## src/rtl/mem_bus_arbiter_if.sv

```systemverilog
// rtl/mem_bus_arbiter_if.sv - Client-side and memory-side bus bundle for mem_bus_arbiter
interface mem_bus_arbiter_if #(
  parameter int N_CLIENTS       = 4,
  parameter int ADDR_W          = 32,
  parameter int DATA_W          = 32,
  parameter int MAX_OUTSTANDING = 4
);
  localparam int CNT_W = $clog2(MAX_OUTSTANDING + 1);

  // Client request side (packed per client: client i at [i*W +: W])
  logic [N_CLIENTS-1:0]        cl_req_valid;
  logic [N_CLIENTS-1:0]        cl_req_ready;
  logic [N_CLIENTS-1:0]        cl_req_write;
  logic [N_CLIENTS*ADDR_W-1:0] cl_req_addr;
  logic [N_CLIENTS*DATA_W-1:0] cl_req_wdata;

  // Client response side (data broadcast, strobe one-hot)
  logic [N_CLIENTS-1:0]        cl_rsp_valid;
  logic [DATA_W-1:0]           cl_rsp_rdata;

  // Shared memory side
  logic                        mem_req_valid;
  logic                        mem_req_ready;
  logic                        mem_req_write;
  logic [ADDR_W-1:0]           mem_req_addr;
  logic [DATA_W-1:0]           mem_req_wdata;
  logic                        mem_rsp_valid;
  logic [DATA_W-1:0]           mem_rsp_rdata;

  // Status
  logic [CNT_W-1:0]            outstanding;
  logic                        err_unexpected_rsp;

  // Arbiter view
  modport slave (
    input  cl_req_valid, cl_req_write, cl_req_addr, cl_req_wdata,
    input  mem_req_ready, mem_rsp_valid, mem_rsp_rdata,
    output cl_req_ready, cl_rsp_valid, cl_rsp_rdata,
    output mem_req_valid, mem_req_write, mem_req_addr, mem_req_wdata,
    output outstanding, err_unexpected_rsp
  );

  // Harness view (clients plus memory model)
  modport master (
    output cl_req_valid, cl_req_write, cl_req_addr, cl_req_wdata,
    output mem_req_ready, mem_rsp_valid, mem_rsp_rdata,
    input  cl_req_ready, cl_rsp_valid, cl_rsp_rdata,
    input  mem_req_valid, mem_req_write, mem_req_addr, mem_req_wdata,
    input  outstanding, err_unexpected_rsp
  );
endinterface

```

## src/rtl/mem_bus_arbiter.sv

```systemverilog
// rtl/mem_bus_arbiter.sv - Round-robin N-client memory arbiter with in-order response routing
module mem_bus_arbiter #(
  parameter int N_CLIENTS       = 4,
  parameter int ADDR_W          = 32,
  parameter int DATA_W          = 32,
  parameter int MAX_OUTSTANDING = 4
) (
  input  logic              clk,
  input  logic              rst_n,
  mem_bus_arbiter_if.slave  bus
);
  localparam int IDX_W = $clog2(N_CLIENTS);
  localparam int PTR_W = $clog2(MAX_OUTSTANDING);
  localparam int CNT_W = $clog2(MAX_OUTSTANDING + 1);

  localparam logic [IDX_W-1:0] LAST_RST = IDX_W'(N_CLIENTS - 1);
  localparam logic [CNT_W-1:0] CNT_FULL = CNT_W'(MAX_OUTSTANDING);

  // Arbitration and ID FIFO state
  logic [IDX_W-1:0] last_q, last_d;
  logic [IDX_W-1:0] id_mem_q [MAX_OUTSTANDING];
  logic [IDX_W-1:0] id_mem_d [MAX_OUTSTANDING];
  logic [PTR_W-1:0] wr_ptr_q, wr_ptr_d;
  logic [PTR_W-1:0] rd_ptr_q, rd_ptr_d;
  logic [CNT_W-1:0] count_q, count_d;
  logic             err_q, err_d;

  logic [IDX_W-1:0] winner;
  logic [IDX_W-1:0] head;
  logic             found;
  logic             fifo_full;
  logic             fifo_empty;
  logic             push;
  logic             pop;

  // Round-robin search starting just after the last granted client; with no
  // valid requester the winner defaults to last+1 so the mux stays defined.
  always_comb begin
    found  = 1'b0;
    winner = IDX_W'((int'(last_q) + 1) % N_CLIENTS);
    for (int k = 1; k <= N_CLIENTS; k++) begin
      if (!found && bus.cl_req_valid[(int'(last_q) + k) % N_CLIENTS]) begin
        found  = 1'b1;
        winner = IDX_W'((int'(last_q) + k) % N_CLIENTS);
      end
    end
  end

  assign fifo_full  = (count_q == CNT_FULL);
  assign fifo_empty = (count_q == '0);
  assign head       = id_mem_q[rd_ptr_q];

  // A full FIFO blocks the grant even if a pop frees a slot this cycle.
  assign bus.mem_req_valid = found && !fifo_full;
  assign bus.mem_req_write = bus.cl_req_write[winner];
  assign bus.mem_req_addr  = bus.cl_req_addr[int'(winner)*ADDR_W +: ADDR_W];
  assign bus.mem_req_wdata = bus.cl_req_wdata[int'(winner)*DATA_W +: DATA_W];

  assign push = bus.mem_req_valid && bus.mem_req_ready;
  assign pop  = bus.mem_rsp_valid && !fifo_empty;

  assign bus.cl_req_ready = push ? (N_CLIENTS'(1) << winner) : '0;
  assign bus.cl_rsp_valid = pop  ? (N_CLIENTS'(1) << head)   : '0;
  assign bus.cl_rsp_rdata = bus.mem_rsp_rdata;

  assign bus.outstanding        = count_q;
  assign bus.err_unexpected_rsp = err_q;

  // Next-state for pointer, FIFO, counter and the sticky spurious-response flag
  always_comb begin
    last_d   = last_q;
    id_mem_d = id_mem_q;
    wr_ptr_d = wr_ptr_q;
    rd_ptr_d = rd_ptr_q;
    err_d    = err_q;
    if (push) begin
      id_mem_d[wr_ptr_q] = winner;
      wr_ptr_d           = wr_ptr_q + PTR_W'(1);
      last_d             = winner;
    end
    if (pop) begin
      rd_ptr_d = rd_ptr_q + PTR_W'(1);
    end
    if (bus.mem_rsp_valid && fifo_empty) begin
      err_d = 1'b1;
    end
    count_d = count_q + CNT_W'(push) - CNT_W'(pop);
  end

  // State registers; reset gives client 0 first priority and drops in-flight IDs
  always_ff @(posedge clk or negedge rst_n) begin
    if (!rst_n) begin
      last_q   <= LAST_RST;
      wr_ptr_q <= '0;
      rd_ptr_q <= '0;
      count_q  <= '0;
      err_q    <= 1'b0;
      for (int i = 0; i < MAX_OUTSTANDING; i++) begin
        id_mem_q[i] <= '0;
      end
    end else begin
      last_q   <= last_d;
      wr_ptr_q <= wr_ptr_d;
      rd_ptr_q <= rd_ptr_d;
      count_q  <= count_d;
      err_q    <= err_d;
      id_mem_q <= id_mem_d;
    end
  end
endmodule

```

## src/flat_wrapper.sv

```systemverilog
// flat-port wrapper written by rule: the top's interface ports become plain ports
module mem_bus_arbiter_flat 
#(
  parameter int N_CLIENTS       = 4,
  parameter int ADDR_W          = 32,
  parameter int DATA_W          = 32,
  parameter int MAX_OUTSTANDING = 4
)
  (clk, rst_n, bus_cl_req_valid, bus_cl_req_write, bus_cl_req_addr, bus_cl_req_wdata, bus_mem_req_ready, bus_mem_rsp_valid, bus_mem_rsp_rdata, bus_cl_req_ready, bus_cl_rsp_valid, bus_cl_rsp_rdata, bus_mem_req_valid, bus_mem_req_write, bus_mem_req_addr, bus_mem_req_wdata, bus_outstanding, bus_err_unexpected_rsp);
  mem_bus_arbiter_if #(.N_CLIENTS(N_CLIENTS), .ADDR_W(ADDR_W), .DATA_W(DATA_W), .MAX_OUTSTANDING(MAX_OUTSTANDING)) bus_i ();
  input  logic clk;
  input  logic rst_n;
  input wire logic [$bits(bus_i.cl_req_valid)-1:0] bus_cl_req_valid;
  input wire logic [$bits(bus_i.cl_req_write)-1:0] bus_cl_req_write;
  input wire logic [$bits(bus_i.cl_req_addr)-1:0] bus_cl_req_addr;
  input wire logic [$bits(bus_i.cl_req_wdata)-1:0] bus_cl_req_wdata;
  input wire logic [$bits(bus_i.mem_req_ready)-1:0] bus_mem_req_ready;
  input wire logic [$bits(bus_i.mem_rsp_valid)-1:0] bus_mem_rsp_valid;
  input wire logic [$bits(bus_i.mem_rsp_rdata)-1:0] bus_mem_rsp_rdata;
  output wire logic [$bits(bus_i.cl_req_ready)-1:0] bus_cl_req_ready;
  output wire logic [$bits(bus_i.cl_rsp_valid)-1:0] bus_cl_rsp_valid;
  output wire logic [$bits(bus_i.cl_rsp_rdata)-1:0] bus_cl_rsp_rdata;
  output wire logic [$bits(bus_i.mem_req_valid)-1:0] bus_mem_req_valid;
  output wire logic [$bits(bus_i.mem_req_write)-1:0] bus_mem_req_write;
  output wire logic [$bits(bus_i.mem_req_addr)-1:0] bus_mem_req_addr;
  output wire logic [$bits(bus_i.mem_req_wdata)-1:0] bus_mem_req_wdata;
  output wire logic [$bits(bus_i.outstanding)-1:0] bus_outstanding;
  output wire logic [$bits(bus_i.err_unexpected_rsp)-1:0] bus_err_unexpected_rsp;
  assign bus_i.cl_req_valid = bus_cl_req_valid;
  assign bus_i.cl_req_write = bus_cl_req_write;
  assign bus_i.cl_req_addr = bus_cl_req_addr;
  assign bus_i.cl_req_wdata = bus_cl_req_wdata;
  assign bus_i.mem_req_ready = bus_mem_req_ready;
  assign bus_i.mem_rsp_valid = bus_mem_rsp_valid;
  assign bus_i.mem_rsp_rdata = bus_mem_rsp_rdata;
  assign bus_cl_req_ready = bus_i.cl_req_ready;
  assign bus_cl_rsp_valid = bus_i.cl_rsp_valid;
  assign bus_cl_rsp_rdata = bus_i.cl_rsp_rdata;
  assign bus_mem_req_valid = bus_i.mem_req_valid;
  assign bus_mem_req_write = bus_i.mem_req_write;
  assign bus_mem_req_addr = bus_i.mem_req_addr;
  assign bus_mem_req_wdata = bus_i.mem_req_wdata;
  assign bus_outstanding = bus_i.outstanding;
  assign bus_err_unexpected_rsp = bus_i.err_unexpected_rsp;
  mem_bus_arbiter #(.N_CLIENTS(N_CLIENTS), .ADDR_W(ADDR_W), .DATA_W(DATA_W), .MAX_OUTSTANDING(MAX_OUTSTANDING)) u_core (.clk(clk), .rst_n(rst_n), .bus(bus_i));
endmodule
```

## config.mk

```make
export PLATFORM = sky130hd
export DESIGN_NAME = mem_bus_arbiter_flat
export DESIGN_NICKNAME = d
export VERILOG_FILES = /design/src/rtl/mem_bus_arbiter_if.sv /design/src/rtl/mem_bus_arbiter.sv /design/src/flat_wrapper.sv
export SDC_FILE = /design/constraint.sdc
export NUM_CORES = 1
export LEC_CHECK = 0
export CAP_MARGIN = 10
export CORE_AREA = 4 4 157 159
export DETAILED_ROUTE_END_ITERATION = 7
export DIE_AREA = 0 0 161 163
export PLACE_DENSITY = 0.59
export SLEW_MARGIN = 15
export SYNTH_ARGS = -nofsm -noshare
export SYNTH_HDL_FRONTEND = slang
export SYNTH_SLANG_ARGS = --single-unit
```

## constraint.sdc

```tcl
create_clock -name clk -period 2.6 [get_ports clk]
set_input_delay 0.26 -clock clk [delete_from_list [all_inputs] [get_ports clk]]
set_output_delay 0.26 -clock clk [all_outputs]
set_load 0.02 [all_outputs]
```

==> implementation parameters <==
Parameter                              Value

Layout
  Commonest non-fill, non-tap cell in the layout    clkdlybuf4s50_1
  Area taken by multi-input logic gates    between 3000 and 4000 um^2
  Most frequent cells in the layout    275 x clkdlybuf4s50_1, 130 x and2_1, 124 x a32oi_1
  Area growth syn-to-layout    99.9%
  Filler cell count in the final layout    approximately 2500
  Fin area    about 8400 um^2
  Number of antenna diodes    0
  Layout cells sized above 1    21.8%
  Area taken by flip-flops and latches    between 400 and 500 um^2
  Final #Nets    approximately 1200

Global routing
  Remaining global-route overflow    0
  Largest net degree at the start of global routing    37
  Initial antenna violation count    0
  Combined global-route utilization of all metal layers    14.9%
  Number of global-route vias before repair    roughly 5700
  Global-route wire length before repair    31600 um

Clock tree
  Clock tree from TritonCTS    built
  Clock transition at the register clock pins on the worst setup and hold paths after CTS    50 ps
  Clock Tree Root    clkbuf_16
  Latest clock arrival within the worst-skew pair    250 ps
  Number of sinks handled by clock tree synthesis    18
  Number of buffers inserted during clock tree synthesis    3
  Setup Buffers After CTS    0
  Hold-fix buffer count after cts    0
  CTS Buffer Depth    2
  CTS H-Tree Depth    1

Detailed routing
  Drt drc    0
  Pre-Repair DR Iteration Count    4
  Via Count    5483
  Remaining antenna violation count    0
  First DRT Iteration DRCs    around 350
  Drt wl/cell    18.0 um
  Total Wirelength    21400 um
  Vias/cell    4.61

STA
  Total negative slack for setup checks    0 ps
  Relative slew slack    between 40% and 50%
  Final hold violation count    0
  Final critical-path required period    roughly 2500 ps
  Part of the cycle the worst path needs    roughly 96%
  Transition time of the tightest slew-check pin    ~810 ps
  Clock skew after layout    ~3.7 ps
  Max frequency    ~400 MHz
  Unrepaired setup endpoints after global routing    no
  Final setup vio count    0
  Pins Over Slew Limit    0

Synthesis
  Post-synthesis instance total    522
  Net count of the mapped netlist    ~830
  Area of the mapped netlist    around 4200 um^2
  Average footprint of a synthesized cell    approximately 8 um^2
  Sequential-to-total area share from yosys stat    a little over a tenth
  Number of flip-flops and latches in the synthesized netlist    18
  Most instantiated flip-flop cell in the synthesis netlist    dfrtp_1
  Warnings from Yosys    0
  Share of synthesized flip-flops with an asynchronous set or reset    100%
  Number of flops mapped to enable cells by yosys    0
  Number of distinct standard cells referenced by the synthesized netlist    37

Setup path
  Arr. time, crit path    about 2300 ps
  WP data required    roughly 2300 ps
  Type of the setup path with the least slack    reg -> out
  Startpoint type of the worst setup path    flip-flop
  List of cells traversed by the critical path    a21o_1 -> a2bb2oi_4 -> buf_12 -> buf_4 -> a32oi_1 -> mux2i_1 -> clkdlybuf4s15_1
  WP buf/inv    3
  Slowest cell on the critical path    dfstp_2
  Crit. End Element    output port
  Max FO, Critical Path    28
  Cell family contributing the most delay on the critical path    buffers and inverters
  Maximum cell stage delay along the critical path    630 ps

Pwr
  Sequential Power Share    ~6.6%
  Clock network power share    under 10%
  Power Density    1050 nW/um^2
  Leakage power    ~0.0033 uW
  Internal portion of total power    4280 uW
  Combinational Power Share    89.8%
  Sw power    roughly 4500 uW
  Largest voltage drop on the vdd net    slightly below 0.5 mV
  Switching part of the total    51.0%

Die
  Count of standard-cell rows    between 50 and 60
  Total Die Area    between 20000 and 30000 um^2
  Die Y-Extent    approximately 160 um
  Die boundary width    about 160 um
  Number of top-level design ports    410
  Core region area    approximately 23000 um^2
  Effective utilization at floorplan    between 10% and 20%

Min path
  Class of the tightest hold or removal check    reg -> reg

Place
  Global placer's final weighted congestion    approximately 0.8
  Post-Place Cell Area    between 8000 and 9000 um^2
  Placed wire-length estimate after detailed placement    17900 um
  IO buf count    about 350

Outcome
  Outcome    complete, no violations

Flow run
  # Max-Cap Violations    0
-- synth_stat cells (6+ instances only) --
cell type  number  share of area [%]
a21oi_1         6               0.72
a32oi_1       130                 27
and2_1        130                 19
buf_2          40                4.8
buf_4          32                5.7
clkbuf_1       27                2.4
dfrtp_1        16                9.6
ha_1            6                1.8
inv_1          11               0.99
mux2i_1        65                 16
nand2_1         9               0.81
nor2_1          6               0.54
-- logic make-up after synthesis --
| group | after synthesis | synth area share [%] |
|---|---|---|
| and+or+nand+nor | 156 | 22.4 |
| AOI/OAI and AO/OA | 153 | 31.3 |
| buffers and inverters | 111 | 14.2 |
| muxes | 71 | 17.7 |
| DFF | 18 | 10.8 |
| adders and majority gates | 7 | 2.27 |
| xor gates and xnor gates | 6 | 1.26 |
-- power groups by stage --
stage	combinational, uW	clock [uW]	sequential [uW]
2_1_floorplan	4410	0	577
3_3_place_gp	8500	0	573
3_5_place_dp	8530	0	579
4_1_cts	8070	321	583
5_1_grt	8420	327	609
6_report	7840	311	581
-- state kept, by name (all words and copies together), names as in the netlist --
register and cells:
u_core.id_mem_q 8, u_core.bus.outstanding 3, u_core.last_q 2, u_core.rd_ptr_q 2, u_core.wr_ptr_q 2, u_core.bus.err_unexpected_rsp 1
-- final timing paths --
path | startpoint | end | slack [ps] | depth (start not counted)
min in group asynchronous | rst_n | u_core.rd_ptr_q[0] | 480 | 1
setup / recovery | u_core.last_q[1] | bus_mem_req_wdata[31] | 90 | 7
hold reg to reg | u_core.bus.err_unexpected_rsp | u_core.bus.err_unexpected_rsp | 450 | 1
hold / removal | u_core.bus.err_unexpected_rsp | u_core.bus.err_unexpected_rsp | 450 | 1
max in group asynchronous | rst_n | u_core.bus.outstanding[1] | 1610 | 1
setup reg to reg | u_core.bus.outstanding[0] | u_core.bus.outstanding[2] | 340 | 10
-- layout make-up --
class	count	area share, %
Tap cell	319	4.78
Multi-Input combinational cell	393	38.9
Sequential cell	18	5.42
Timing Repair Buffer	444	49.5
Clock buffer	4	0.943
Inverter	11	0.494
-- layer usage --
layer,routed length [um],track usage [%],vias to the layer above
met2,10900,27.7,252
li1,-,-,2685
met3,1870,4.02,15
met5,0,0,-
met4,214,2.09,0
met1,8400,17.5,2531
-- worst reg2reg max path: stages (launching register included) --
cell and delay [ps]:
dfrtp_1 410, nor3_1 230, nand2b_1 220, inv_1 110, ha_1 280, inv_1 60
ha_1 140, inv_1 50, fa_1 370, xnor2_1 180, xnor2_1 140
-- per-stage QoR --
step / utilization [%] / setup slack (ps) / hold slack [ps] / cells / total power, uW
finish: 35.9 / 91.2 / 450 / 1189 / 8730
global route: 35.9 / 3.30 / 502 / 1189 / 9360
CTS: 36.8 / -3.25 / 456 / 1189 / 8980
detailed placement: 36.6 / -331 / 444 / 1185 / 9110
global placement: 36.6 / -299 / 438 / 1185 / 9070
floorplan: - / 269 / -35.6 / 522 / 4990
-- repair_timing --
action,in CTS,in global routing
endpoints found under the setup margin,67,68
pin swaps,0,1
gates resized for setup,89,122
cloned,0,0
Note: power is estimated with default switching activity, not from simulation.
==> variant 1, RTL diff (config.mk and constraints unchanged) <==
`N_CLIENTS` is set to 4 in 3 places; all go to 2.
--- a/src/rtl/mem_bus_arbiter_if.sv
+++ b/src/rtl/mem_bus_arbiter_if.sv
@@ -1,6 +1,6 @@
 // rtl/mem_bus_arbiter_if.sv - Client-side and memory-side bus bundle for mem_bus_arbiter
 interface mem_bus_arbiter_if #(
-  parameter int N_CLIENTS       = 4,
+  parameter int N_CLIENTS       = 2,
   parameter int ADDR_W          = 32,
   parameter int DATA_W          = 32,
   parameter int MAX_OUTSTANDING = 4
--- a/src/rtl/mem_bus_arbiter.sv
+++ b/src/rtl/mem_bus_arbiter.sv
@@ -1,6 +1,6 @@
 // rtl/mem_bus_arbiter.sv - Round-robin N-client memory arbiter with in-order response routing
 module mem_bus_arbiter #(
-  parameter int N_CLIENTS       = 4,
+  parameter int N_CLIENTS       = 2,
   parameter int ADDR_W          = 32,
   parameter int DATA_W          = 32,
   parameter int MAX_OUTSTANDING = 4
--- a/src/flat_wrapper.sv
+++ b/src/flat_wrapper.sv
@@ -1,7 +1,7 @@
 // flat-port wrapper written by rule: the top's interface ports become plain ports
 module mem_bus_arbiter_flat 
 #(
-  parameter int N_CLIENTS       = 4,
+  parameter int N_CLIENTS       = 2,
   parameter int ADDR_W          = 32,
   parameter int DATA_W          = 32,
   parameter int MAX_OUTSTANDING = 4
Interface: changed (6 resized); port bits go from 410 to 274. The function was not compared with the original's and may differ.
==> variant 1 against the original RTL <==
  * Non-clock buffer count shrank 224
  * Register-to-register slack improved by 140 ps
  * Synthesized cell count is 68% lower
  * Routed wire length fell by 61%
  * Design area decreased by 48%
  * Power fell by 68%
  * Core utilization is 17 points lower
  * Sequential cell count shrank 5
  * Critical endpoint is now bus_mem_req_wdata[27]
  * Clock power is 5% lower
  * Worst setup slack worse by 33 ps
  * Area after synthesis decreased by 51%
  * Count of clock-buffer cells in the layout unchanged
==> variant 1: results (changes against the original RTL) <==
Outcome: finished, final reports clean
First-pass GRT wire length: 11300 um (-64%)
Mux cell area share after synthesis: 49.0% (+31 points)
Worst slew pin tran: 613 ps (-201 ps)
Largest register FFs: 4 (-4)
WP data arrival: 2280 ps (+30 ps)
Fill count: 2562 (+1.9%)
Seq/total area: 7.44% (+2.0 points)
Wirelength, routed: 8360 um (-61%)
Plain + repair buffers: 220 (-50%)
Drt pass-1 iters: 3 (-1)
Pleak: 0.00203 uW (-38%)
Gate power share: 74.5% (-15 points)
Worst hold path type: primary input to asynchronous set/reset pin
Sequential share of the synthesized area: 15.8% (+5.0 points)
Ranking of synthesized cells by area: mux2_4, dfrtp_1, buf_4, buf_12, ha_1
CP max-delay cell: clkdlybuf4s50_1
Synth Area in Compound Gates: 4.67% (-27 points)
Worst vdd ir: 0.000244 V (-50%)
Synth Area in Adders: 5.15% (+2.9 points)
Multi-input gate count: 105 (-73%)
Internal power: 1680 uW (-61%)
Number of global-route vias before repair: 1851 (-68%)
Post-synth net total: 341 (-59%)
Post-synthesis register bit count: 13 (-5)
Post-cts resize count: 36 (-60%)
Total GRT Usage: 5.52% (-9.4 points)
Port Buffers: 209 (-39%)
Via/cell ratio: 2.87 (-38%)
Critical R2R Launch: u_core.bus.outstanding[1]
Layout Skew: 2.72 ps (-1.02 ps)
Largest net degree at the start of global routing: 19 (-49%)
variant 1: cell count changes after synthesis, sizes merged, moves of 6 or more:
| cell | delta |
|---|---|
| a21oi | -6 |
| a32oi | -130 |
| and2 | -128 |
| buf | -33 |
| clkbuf | -27 |
| mux2 | +62 |
| mux2i | -64 |
| nand2 | -8 |
variant 1: metal layers:
| metal | GRT usage, % | vias to the layer above | share of wire, % |
|---|---|---|---|
| met3 | 3.26 | 8 | 15 |
| met5 | 0 | - | 0 |
| li1 | - | 917 | - |
| met2 | 8.44 | 148 | 44 |
| met4 | 1.32 | 0 | 0.96 |
| met1 | 6.67 | 845 | 40 |
variant 1: worst max path at each step:
stage | from | end | slack [ps] | cells after the start
2_1_floorplan | u_core.bus.outstanding[1] | u_core.bus.outstanding[2] | 480 | 8
5_1_grt | bus_cl_req_valid[1] | bus_mem_req_wdata[12] | 4 | 6
4_1_cts | bus_cl_req_valid[1] | bus_mem_req_wdata[13] | 1 | 6
6_report | bus_cl_req_valid[1] | bus_mem_req_wdata[27] | 60 | 6
3_3_place_gp | bus_cl_req_valid[1] | bus_mem_req_addr[10] | -60 | 6
3_5_place_dp | bus_cl_req_valid[1] | bus_mem_req_addr[10] | -30 | 6
variant 1: metrics by stage:
stage | cells | area [um^2] | hold slack (ps) | setup WS [ps]
floorplan | 166 | 2060 | -35.6 | 477
finish | 669 | 4390 | 402 | 57.7
global route | 669 | 4390 | 464 | 3.59
detailed placement | 665 | 4300 | 452 | -33.3
global placement | 665 | 4300 | 446 | -58.5
CTS | 669 | 4330 | 421 | 1.34
variant 1: kinds of logic (layout without fill, tap and decap cells):
logic type,Yosys count,after routing
compound gates,14,14
xor+xnor,5,5
buf+inv,48,232
fa+ha+maj,8,8
simple gates,10,10
flops,13,13
mux,68,68
==> variant 2, RTL diff (same flow settings) <==
Made on the original files. Reset style: synchronous (`rst_n`), changed in one clocked block.
--- a/src/rtl/mem_bus_arbiter.sv
+++ b/src/rtl/mem_bus_arbiter.sv
@@ -88,7 +88,7 @@
   end
 
   // State registers; reset gives client 0 first priority and drops in-flight IDs
-  always_ff @(posedge clk or negedge rst_n) begin
+  always_ff @(posedge clk) begin
     if (!rst_n) begin
       last_q   <= LAST_RST;
       wr_ptr_q <= '0;
Behaviour: differs if rst_n is asserted again (counterexample within 4 cycles, from zero or initial values and one cycle with rst_n low); with rst_n held inactive, the same outputs for 4 cycles.
==> variant 2 against the original RTL <==
  * Routed wire length down 13%
  * Sequential cell count unchanged
  * Area after synthesis down 21%
  * Register-to-register slack worse by 60 ps
  * Worst setup slack worse by 8.6 ps
  * Design area down 13%
  * Core utilization down 4.7 points
  * Largest cell class unchanged
  * Critical path depth up 1
  * Non-clock buffer count down 36
Power is not compared: it rests on default switching activity, and its combinational part moved more than twofold at a synthesized area within 25%.
==> variant 2: results (changes against the original RTL) <==
Outcome: finished, final reports clean
Max-slew headroom: 65.3% (+20 points)
Final Setup Violations: 0 (unchanged)
Post-synth cell types: 33 (-11%)
Synth Area in Compound Gates: 18.9% (-12 points)
CP max-delay cell: a221o_4
Flop pwr share: 9.1%
Ranking of synthesized cells by area: mux2i_1, nand3_1, o211ai_1, dfxtp_1, buf_4
Synth-to-layout area growth: 121%
# nets final: 1091 (-7.4%)
Sequential share of the synthesized area: 11.0% (+0.13 points)
Wirelength, routed: 18700 um (-13%)
Logic inverters: 10 (-1)
Clock-pin slew on the worst setup and hold paths: 50 ps (about the same)
Post-synth net total: 757 (-8.7%)
Layout Skew: 2.64 ps (-1.10 ps)
GP Congestion: 0.834 (+4.2%)
Total GRT Usage: 12.9% (-2.0 points)
Plain + repair buffers: 408 (-8.1%)
Async S/R FF share, synth: 0% (-100 points)
Largest net degree at the start of global routing: 35 (-5.4%)
WP data arrival: 2260 ps
HPWL Detailed: 15200 um (-15%)
Post-Syn Area per Cell: 7.31 um^2 (-8.8%)
Number of global-route vias before repair: 4641 (-19%)
Psw: 2010 uW
Clk Latency, worst-skew pair: 250 ps (about the same)
Worst hold path type: flip-flop to flip-flop
Port Buffers: 345 (unchanged)
Buffering overhead: 54.0% (+4.5 points)
Most flops, register: u_core.id_mem_q
Post-CTS setup buffers: 8 (+8)
Post-cts resize count: 195 (+120%)
Layout cells sized above 1: 17.0% (-4.9 points)
CP max stage delay: 430 ps (-200 ps)
Multi-input gate count: 343 (-13%)
Post-synthesis xor/xnor area fraction: 1.60% (+0.34 points)
Mux cell area share after synthesis: 22.4% (+4.7 points)
Top_reg_cell synth: dfxtp_1
Gate power share: 83.3%
First DRT Iteration DRCs: 247 (-30%)
Via Count: 4546 (-17%)
Fill count: 2476 (-1.5%)
ClkCell Share: 1.22% (+0.28 points)
R2r setup slk: 280 ps (-60 ps)
Synth Area in Adders: 2.89% (+0.62 points)
Placed cell area: 0.00725 mm^2 (-15%)
Number of clock buffers in the layout: 4 (unchanged)
First-pass GRT wire length: 27300 um (-14%)
Seq/total area: 5.02% (-0.40 points)
Top post-synthesis cells by count: nand3_1, mux2i_1, o211ai_1
CP top delay family: compound AO/OA/AOI/OAI gates
Max FO, Critical Path: 34 (+21%)
Multi-input combinational area share: 33.8% (-5.2 points)
[variant 2: changes by cell type in the layout (fill, tap and decap cells not counted), sizes merged, moves of 6 or more]
cell	change
a32oi	-130
and2	-125
buf	-6
clkbuf	-48
clkdlybuf4s15	+14
dfrtp	-16
dfxtp	+18
dlygate4sd2	+6
nand3	+128
nor2b	+6
o211ai	+67
[variant 2: per-stage QoR]
step | std cells | setup WS [ps] | hold slack, ps
2_1_floorplan | 450 | 29.3 | 388
3_3_place_gp | 1090 | -476 | 496
3_5_place_dp | 1090 | -457 | 502
4_1_cts | 1104 | 26.8 | 517
5_1_grt | 1102 | 0.309 | 520
6_report | 1102 | 82.6 | 510
[variant 2: per-layer routing]
| layer | share of wire (%) | up-vias | global-route usage (%) |
|---|---|---|---|
| met5 | 0 | - | 0 |
| met4 | 0.54 | 0 | 0.775 |
| met3 | 9.7 | 6 | 4.18 |
| met2 | 48 | 200 | 22.5 |
| met1 | 41 | 2017 | 16.4 |
| li1 | - | 2323 | - |
[variant 2: kinds of logic (layout without fill, tap and decap cells)]
kind of cell | after synthesis | after routing
and+or+nand+nor | 175 | 175
buffers and inverters | 89 | 422
AOI/OAI and AO/OA | 84 | 84
muxes | 71 | 71
DFF | 18 | 18
adders and majority gates | 7 | 7
xor gates and xnor gates | 6 | 6
[variant 2: path summary, 6_finish.rpt]
kind,start,end,cells past startpoint
setup / recovery,u_core.last_q[0],bus_mem_req_addr[10],8
hold / removal,u_core.bus.err_unexpected_rsp,u_core.bus.err_unexpected_rsp,2
setup reg to reg,u_core.bus.outstanding[0],u_core.bus.outstanding[2],11
hold reg to reg,u_core.bus.err_unexpected_rsp,u_core.bus.err_unexpected_rsp,2
